==> src/rtl/pixel_pack_24to128_if.sv <==
`timescale 1ns/1ps
// Bundle of the CMOS pixel input, packed-word output stream and sticky status flags.
// The slave modport is the packer; the master modport is the camera/sink side.
interface pixel_pack_24to128_if;
  logic         cmos_vsync;
  logic         cmos_href;
  logic         cmos_clken;
  logic [23:0]  cmos_data;
  logic [127:0] m_data;
  logic         m_valid;
  logic         m_ready;
  logic         m_sof;
  logic         m_eol;
  logic         overflow;
  logic         misalign;

  modport slave (
    input  cmos_vsync, cmos_href, cmos_clken, cmos_data, m_ready,
    output m_data, m_valid, m_sof, m_eol, overflow, misalign
  );

  modport master (
    output cmos_vsync, cmos_href, cmos_clken, cmos_data, m_ready,
    input  m_data, m_valid, m_sof, m_eol, overflow, misalign
  );
endinterface

==> src/rtl/pixel_pack_24to128.sv <==
`timescale 1ns/1ps
// Packs 24-bit CMOS pixels into a little-endian byte stream of 128-bit words,
// tags first-of-frame / last-of-line, and buffers words in a first-word-fall-through FIFO.
module pixel_pack_24to128 #(
  parameter int IMG_HDISP  = 1920,
  parameter int FIFO_DEPTH = 8
) (
  input  logic                 cmos_clk,
  input  logic                 cmos_rst,
  pixel_pack_24to128_if.slave  bus
);
  localparam int PIX_W = $clog2(IMG_HDISP);
  localparam int AW    = $clog2(FIFO_DEPTH);
  localparam int CW    = AW + 1;
  localparam int EW    = 130;

  logic             r_vsync_d;
  logic [119:0]     r_acc;
  logic [3:0]       r_cnt;
  logic [PIX_W-1:0] r_pix;
  logic             r_sof_pend;
  logic             r_overflow;
  logic             r_misalign;
  logic [AW-1:0]    r_wr_ptr;
  logic [AW-1:0]    r_rd_ptr;
  logic [CW-1:0]    r_count;
  logic             r_valid;

  logic             w_vs_rise;
  logic             w_pix_ok;
  logic [3:0]       w_cnt_base;
  logic [119:0]     w_acc_base;
  logic [PIX_W-1:0] w_pix_base;
  logic [143:0]     w_merged;
  logic [4:0]       w_sum;
  logic             w_word_done;
  logic             w_last_pix;
  logic             w_full;
  logic             w_pop;
  logic             w_push;
  logic             w_drop;
  logic [CW-1:0]    w_count_next;
  logic [EW-1:0]    w_wr_word;
  logic [EW-1:0]    w_head;
  logic [EW-1:0]    w_entry [FIFO_DEPTH];

  // A vsync edge restarts packing in the same cycle, so the pixel seen with it is pixel 0.
  assign w_vs_rise  = bus.cmos_vsync & ~r_vsync_d;
  assign w_pix_ok   = bus.cmos_href & bus.cmos_clken;
  assign w_cnt_base = w_vs_rise ? 4'd0 : r_cnt;
  assign w_acc_base = w_vs_rise ? 120'd0 : r_acc;
  assign w_pix_base = w_vs_rise ? '0 : r_pix;

  // Bytes above r_cnt in the accumulator are always zero, so OR-merging is safe.
  assign w_merged    = {24'd0, w_acc_base} | ({120'd0, bus.cmos_data} << {w_cnt_base, 3'b000});
  assign w_sum       = {1'b0, w_cnt_base} + 5'd3;
  assign w_word_done = w_pix_ok & w_sum[4];
  assign w_last_pix  = (w_pix_base == PIX_W'(IMG_HDISP - 1));

  assign w_full       = (r_count == CW'(FIFO_DEPTH));
  assign w_pop        = r_valid & bus.m_ready;
  assign w_push       = w_word_done & (~w_full | w_pop);
  assign w_drop       = w_word_done & w_full & ~w_pop;
  assign w_count_next = r_count + CW'(w_push) - CW'(w_pop);
  assign w_wr_word    = {w_last_pix, r_sof_pend, w_merged[127:0]};

  generate
    for (genvar gi = 0; gi < FIFO_DEPTH; gi++) begin : g_entry
      logic [EW-1:0] r_word;
      always_ff @(posedge cmos_clk) begin
        if (cmos_rst) begin
          r_word <= '0;
        end else if (w_push && (r_wr_ptr == AW'(gi))) begin
          r_word <= w_wr_word;
        end
      end
      assign w_entry[gi] = r_word;
    end
  endgenerate

  assign w_head       = w_entry[r_rd_ptr];
  assign bus.m_data   = w_head[127:0];
  assign bus.m_sof    = w_head[128];
  assign bus.m_eol    = w_head[129];
  assign bus.m_valid  = r_valid;
  assign bus.overflow = r_overflow;
  assign bus.misalign = r_misalign;

  always_ff @(posedge cmos_clk) begin
    if (cmos_rst) begin
      r_vsync_d  <= 1'b1;
      r_acc      <= '0;
      r_cnt      <= '0;
      r_pix      <= '0;
      r_sof_pend <= 1'b0;
      r_overflow <= 1'b0;
      r_misalign <= 1'b0;
      r_wr_ptr   <= '0;
      r_rd_ptr   <= '0;
      r_count    <= '0;
      r_valid    <= 1'b0;
    end else begin
      r_vsync_d <= bus.cmos_vsync;

      if (w_vs_rise) begin
        r_misalign <= (r_cnt != 4'd0);
      end

      if (w_vs_rise) begin
        r_overflow <= 1'b0;
      end else if (w_drop) begin
        r_overflow <= 1'b1;
      end

      if (w_vs_rise) begin
        r_sof_pend <= 1'b1;
      end else if (w_word_done) begin
        r_sof_pend <= 1'b0;
      end

      // Packing advances even when the finished word is dropped.
      if (w_pix_ok) begin
        r_cnt <= w_sum[3:0];
        r_pix <= w_last_pix ? '0 : w_pix_base + PIX_W'(1);
        if (w_word_done) begin
          r_acc <= {104'd0, w_merged[143:128]};
        end else begin
          r_acc <= w_merged[119:0];
        end
      end else if (w_vs_rise) begin
        r_acc <= '0;
        r_cnt <= '0;
        r_pix <= '0;
      end

      if (w_push) begin
        r_wr_ptr <= r_wr_ptr + AW'(1);
      end
      if (w_pop) begin
        r_rd_ptr <= r_rd_ptr + AW'(1);
      end
      r_count <= w_count_next;
      r_valid <= (w_count_next != '0);
    end
  end
endmodule
==> src/flat_wrapper.sv <==
// flat-port wrapper written by rule: the top's interface ports become plain ports
module pixel_pack_24to128_flat 
#(
  parameter int IMG_HDISP  = 1920,
  parameter int FIFO_DEPTH = 8
)
  (cmos_clk, cmos_rst, bus_cmos_vsync, bus_cmos_href, bus_cmos_clken, bus_cmos_data, bus_m_ready, bus_m_data, bus_m_valid, bus_m_sof, bus_m_eol, bus_overflow, bus_misalign);
  pixel_pack_24to128_if bus_i ();
  input  logic cmos_clk;
  input  logic cmos_rst;
  input wire logic [$bits(bus_i.cmos_vsync)-1:0] bus_cmos_vsync;
  input wire logic [$bits(bus_i.cmos_href)-1:0] bus_cmos_href;
  input wire logic [$bits(bus_i.cmos_clken)-1:0] bus_cmos_clken;
  input wire logic [$bits(bus_i.cmos_data)-1:0] bus_cmos_data;
  input wire logic [$bits(bus_i.m_ready)-1:0] bus_m_ready;
  output wire logic [$bits(bus_i.m_data)-1:0] bus_m_data;
  output wire logic [$bits(bus_i.m_valid)-1:0] bus_m_valid;
  output wire logic [$bits(bus_i.m_sof)-1:0] bus_m_sof;
  output wire logic [$bits(bus_i.m_eol)-1:0] bus_m_eol;
  output wire logic [$bits(bus_i.overflow)-1:0] bus_overflow;
  output wire logic [$bits(bus_i.misalign)-1:0] bus_misalign;
  assign bus_i.cmos_vsync = bus_cmos_vsync;
  assign bus_i.cmos_href = bus_cmos_href;
  assign bus_i.cmos_clken = bus_cmos_clken;
  assign bus_i.cmos_data = bus_cmos_data;
  assign bus_i.m_ready = bus_m_ready;
  assign bus_m_data = bus_i.m_data;
  assign bus_m_valid = bus_i.m_valid;
  assign bus_m_sof = bus_i.m_sof;
  assign bus_m_eol = bus_i.m_eol;
  assign bus_overflow = bus_i.overflow;
  assign bus_misalign = bus_i.misalign;
  pixel_pack_24to128 #(.IMG_HDISP(IMG_HDISP), .FIFO_DEPTH(FIFO_DEPTH)) u_core (.cmos_clk(cmos_clk), .cmos_rst(cmos_rst), .bus(bus_i));
endmodule
==> config.mk <==
export PLATFORM = sky130hd
export DESIGN_NAME = pixel_pack_24to128_flat
export DESIGN_NICKNAME = d
export VERILOG_FILES = /design/src/rtl/pixel_pack_24to128_if.sv /design/src/rtl/pixel_pack_24to128.sv /design/src/flat_wrapper.sv
export SDC_FILE = /design/constraint.sdc
export NUM_CORES = 2
export LEC_CHECK = 0
export CORE_UTILIZATION = 25
export DETAILED_ROUTE_END_ITERATION = 10
export GPL_TIMING_DRIVEN = 1
export PLACE_DENSITY = 0.39
export SYNTH_ARGS = -nofsm -noshare
export SYNTH_HDL_FRONTEND = slang
export SYNTH_SLANG_ARGS = --single-unit
==> constraint.sdc <==
create_clock -name cmos_clk -period 5.55 [get_ports cmos_clk]
set_input_delay 1.3875 -clock cmos_clk [delete_from_list [all_inputs] [get_ports cmos_clk]]
set_output_delay 1.3875 -clock cmos_clk [all_outputs]
set_load 0.1 [all_outputs]
---- Word level (Yosys, flattened, before mapping) ----
Cells that the tools add are included.
storage, ports and cells
  bits in registers ....................... 1,190
  input bits .............................. 30
  output and inout bits ................... 133
  word-level logic and storage cells ...... 75
cells by class
  add/subtract/negate cells ............... 6
  order comparisons ....................... 1
  equal/unequal tests ..................... 9
  shifts and indexed selects .............. 1
  multiplexer cells ....................... 13
  bitwise logic cells ..................... 13
  reduce and logical (&&, ||, !) cells .... 13
operators with widths
  operator                                                               number
  130-bit binary-select mux with 3-bit select                            1
  120-bit two-way mux                                                    3
  130-bit two-way mux                                                    2
  120-bit by 144-bit OR with 144-bit output                              1
  24-bit by 7-bit << shifter with 144-bit output                         1
  11-bit two-way mux                                                     3
  3-bit equality test, second input constant                             4
  11-bit by 1-bit adder with 11-bit output, second input constant        1
  11-bit equality test, second input constant                            1
  1-bit logical AND                                                      8
  4-bit two-way mux                                                      2
  4-bit nonzero test                                                     2
  1-bit AND                                                              7
  3-bit by 1-bit adder with 3-bit output, second input constant          2
  3-bit by 2-bit equality test with 1-bit output, second input constant  2
  4-bit by 2-bit adder with 5-bit output, second input constant          1
  4-bit by 1-bit adder with 4-bit output                                 1
  4-bit equality test, second input constant                             1
  4-bit >= comparator, second input constant                             1
  3-bit inverter with 4-bit output                                       1
  4-bit by 1-bit subtractor with 4-bit output                            1
  3-bit by 1-bit equality test with 1-bit output, second input constant  1
  3-bit logical NOT                                                      1
  1-bit inverter                                                         3
  other kinds (4)                                                        5

---- Logic depth before layout (Yosys ltp) ----
  depth after elaboration ................. 9
  gate-level depth with buffers ........... 16
  mapped depth without buffers ............ 12

---- Worst setup path after synthesis ----
Ideal clock, no wire load.
  path kind ............................... in2reg
  from .................................... input bus_cmos_vsync
  to ...................................... register u_core.r_valid (netlist: u_core.bus.m_valid)
  setup time .............................. 0.134 ns
  arrival time ............................ 4.537 ns
  data required time ...................... 5.416 ns
  slack ................................... 0.879 ns
  stages on the path ...................... 15
  buffers on the path ..................... 3
  cell sequence ........................... nand2b_1 > nand2_1 > buf_4 > buf_4 > ha_1 > and3b_1 > clkbuf_1 > nand3_1 > nor2_1 > ha_1 > inv_1 > fa_1 > xor2_1 > nor2_1 > or4_1
on the way
  word-level cells in the longest chain between the ends .. 8
ends and longest elaborated chain
  what                                         RTL line                   RTL
  start: declaration                           flat_wrapper.sv:11         input wire logic [$bits(bus_i.cmos_vsync)-1:0] bus_cmos_vsync;
  1-bit AND                                    pixel_pack_24to128.sv:48   assign w_vs_rise = bus.cmos_vsync & ~r_vsync_d;
  4-bit two-way mux                            pixel_pack_24to128.sv:50   assign w_cnt_base = w_vs_rise ? 4'd0 : r_cnt;
  4-bit by 2-bit adder with 5-bit output       pixel_pack_24to128.sv:56   assign w_sum = {1'b0, w_cnt_base} + 5'd3;
  1-bit AND                                    pixel_pack_24to128.sv:57   assign w_word_done = w_pix_ok & w_sum[4];
  1-bit AND                                    pixel_pack_24to128.sv:62   assign w_push = w_word_done & (~w_full | w_pop);
  via u_core.w_push                            pixel_pack_24to128.sv:40   logic w_push;
  4-bit by 1-bit adder with 4-bit output       pixel_pack_24to128.sv:64   assign w_count_next = r_count + CW'(w_push) - CW'(w_pop);
  4-bit by 1-bit subtractor with 4-bit output  pixel_pack_24to128.sv:64
  4-bit nonzero test                           pixel_pack_24to128.sv:143  r_valid <= (w_count_next != '0);
  end signal: assignment                       pixel_pack_24to128.sv:143
  end: declaration                             pixel_pack_24to128.sv:27   logic r_valid;
The timed path passes the listed nets, and every way through them passes these cells.
A chain may end at the register's enable or synchronous reset.

---- Worst setup path in the final report ----
  from .................................... register u_core.r_rd_ptr[0]
  to ...................................... output bus_m_data[113]
on the way
  word-level cells in the longest chain between the ends .. 4
ends and longest elaborated chain
  what                                                     RTL line                   RTL
  start: declaration                                       pixel_pack_24to128.sv:25   logic [AW-1:0] r_rd_ptr;
  start signal: assignment                                 pixel_pack_24to128.sv:140  r_rd_ptr <= r_rd_ptr + AW'(1);
  3-bit inverter with 4-bit output (not written as such)   pixel_pack_24to128.sv:81   assign w_head = w_entry[r_rd_ptr];
  130-bit binary-select mux with 3-bit select              pixel_pack_24to128.sv:81
  130-bit two-way mux (not written as such) (2 in series)  pixel_pack_24to128.sv:81
  end: declaration                                         flat_wrapper.sv:16         output wire logic [$bits(bus_i.m_data)-1:0] bus_m_data;
Every way passes these cells. The select of a mux whose other input is x is not followed.

==> impl_metrics.yaml <==
setup_path:
  critPathArrivalTime_ps: 3720
  critPathMaxStageDelay_ps: 1000
  critPathMaxFanout: 29
  cp-start-kind: "flip-flop"
  worstPathCellList: "buf_12, mux4_2, mux2_2, clkdlybuf4s50_1"
  critPathRequiredTime_ps: 4160
  critPathKind: "reg2out"
  slowest_stage: "clkdlybuf4s50_1"
  end_kind: "output port"
timing:
  final.hold.worst_slack_ps: 444
  setup-violations-final: 0
  maxSlewViolCount: 0
  rsz0062_at_grt: "false"
  period_share_pct: 92.0
  max_clock_freq_mhz: 196
  slew_headroom_pct: 17.8
  final.min_clock_period_ps: 5100
  layout_setup_ws_ps: 446
  hold_violations: 0
  skew_ps: 35.7
  tightestPinTransition_ps: 1230
  tns_ps: 0
floorplanning:
  dieWidth_um: 455
  chipHeight_um: 455
  io_pins: 163
  die_area_um2: 207000
  start_util_pct: 25.1
  rows: 166
  core_area_um2: 204000
clock_network:
  cts_buffers: 143
  h-tree-depth: 4
  post_cts.repair.setup_buffers: 0
  cts_root_buf: "clkbuf_16"
  clockBufferDepth: 3
  ctsResizeCount: 0
  clk_pin_slew_worst_paths_ps: 60
  cts_sinks: 1190
  insertion_delay_ps: 800
  cts_tree: "done"
  cts_hold_buffers: 0
power_and_ir_drop:
  power_density_nw_per_um2: 331
  leakage_nw: 19.3
  power.total_mw: 19.9
  ir_drop_uv: 263
cells_and_area:
  final_cell_mix: "dfxtp_1 (1187), nand2_1 (985), nor2_1 (719)"
  syn_to_final_growth_pct: 17.1
  final_util_pct: 29.4
  mostFrequentLayoutCell: "dfxtp_1"
  multiInputGateArea_um2: 24900
  regArea_um2: 23800
  postLayoutCellArea_um2: 60200
  layout.nets: 5481
  drive_above_1_share_pct: 17.0
  fillers: 21300
  n_antenna_cell: 0
  stdcell_count: 8225
routing:
  ant_nets: 0
  post_drt_via_cell_ratio: 4.98
  route.vias.total: 41000
  remaining_drc_errors: 0
  wire_per_inst_um: 23.4
  firstDrtPassIters: 9
  totalWireLength_um: 193000
  drtIter0Drc: 3312
placement:
  port_buffers: 162
  pre_cts_ws_ps: 752
  hpwl_um: 117000
  dp.cells: 7979
  place_area_um2: 55500
  gp_routability_congestion: 0.816
synthesis:
  synth_cells: 5568
  yosysTopAreaCellShare_pct: 46.4
  synth_area_leaders: "dfxtp_1 (46%), mux4_2 (11%), a211oi_1 (7.7%), nand2_1 (7.2%), a21oi_1 (5.3%)"
  netlist_area_um2: 51400
  syn-num-nets: 5613
  yosys_warnings: 0
  yosysTopAreaCell: "dfxtp_1"
  ys_ff_latch: 1190
  synth_edf_count: 0
  synth_cell_type_count: 63
  synthArstFlopShare_pct: 0
  syn_area_per_cell_um2: 9.22
  synth-seq-area-share_pct: 46.4
  synth-main-ff-cell: "dfxtp_1"
grt:
  grt_max_degree: 167
  grt_overflow_total: 0
  grt_pass1_vias: 40000
  grt_usage_pct: 18.3
  grt_pass1_wl_um: 283000
  antenna_found_initial: 3
job:
  maxCapViolations: 0
status:
  outcome: "finished clean"
min_path:
  hold_class: "reg2reg"
worst max-delay path: cells and delay by family (launching register included):
kind | cells | cell delay (ps)
buffers and inverters | 2 | 1330
muxes | 2 | 900
DFF | 1 | 640
cells in the mapped netlist, drive strengths merged, types with 8 or more instances:
cell type  number
nand2b          9
o221a           8
a22o           17
mux2          154
nor3          133
a221oi          8
a211oi        532
and3            9
ha             14
o21ai          25
a222oi         32
a21oi         543
a221o           8
dfxtp        1190
and2           69
a22oi          23
nand2         985
a21o           10
nor2          721
nand3b         65
inv            30
nor2b          10
clkbuf        341
nor4b           8
mux2i           8
xor2           10
mux4          260
nand3          17
buf           265
sequential cells by signal, indices dropped and copies added (netlist names), 3 cells and up:
signal                 cells
u_core.g_entry.r_word   1040
u_core.r_pix              11
u_core.r_rd_ptr            3
u_core.r_wr_ptr            3
u_core.r_count             4
u_core.r_cnt               4
u_core.r_acc             120
layout make-up:
| class | count | share of cell area [%] |
|---|---|---|
| inverter | 30 | 0.187 |
| clock buffer | 216 | 7.07 |
| multi-input combinational | 3742 | 41.4 |
| clock inverter | 30 | 0.688 |
| timing repair buffer | 329 | 5.40 |
| sequential | 1190 | 39.6 |
| tap | 2688 | 5.59 |
metal layers:
metal,track usage [%],routed length [um],vias up
met4,4.84,4210,0
met2,30.4,92700,981
met1,24.6,87700,20400
met3,2.57,7960,255
met5,0,0,-
li1,-,-,19300
report_power, final:
group	total (mW)	switching, mW	internal [mW]
Clock	9.40	3.95	5.45
Combinational	1.84	1.19	0.650
Sequential	8.66	0.0751	8.58
logic make-up (layout without fill, tap and decap cells):
logic type      after synthesis  after routing  share of synthesized area, %
compound gates             1245           1245                          16.1
xor+xnor                     16             16                         0.273
fa+ha+maj                    15             15                         0.380
buf+inv                     636            605                          5.37
flops                      1190           1190                          46.4
mux                         422            422                          14.9
simple gates               2044           2044                          16.6
path summary, 6_finish.rpt:
kind                                    startpoint            endpoint  slack [ps]  depth (start not counted)
worst max-delay path            u_core.r_rd_ptr[0]     bus_m_data[113]         450                          4
worst max register to register     u_core.r_cnt[0]  u_core.bus.m_valid        2090                         12
worst min-delay path              u_core.r_acc[53]    u_core.r_acc[53]         440                          2
worst min register to register    u_core.r_acc[53]    u_core.r_acc[53]         440                          2
No activity file was read; power rests on OpenSTA's default activity.
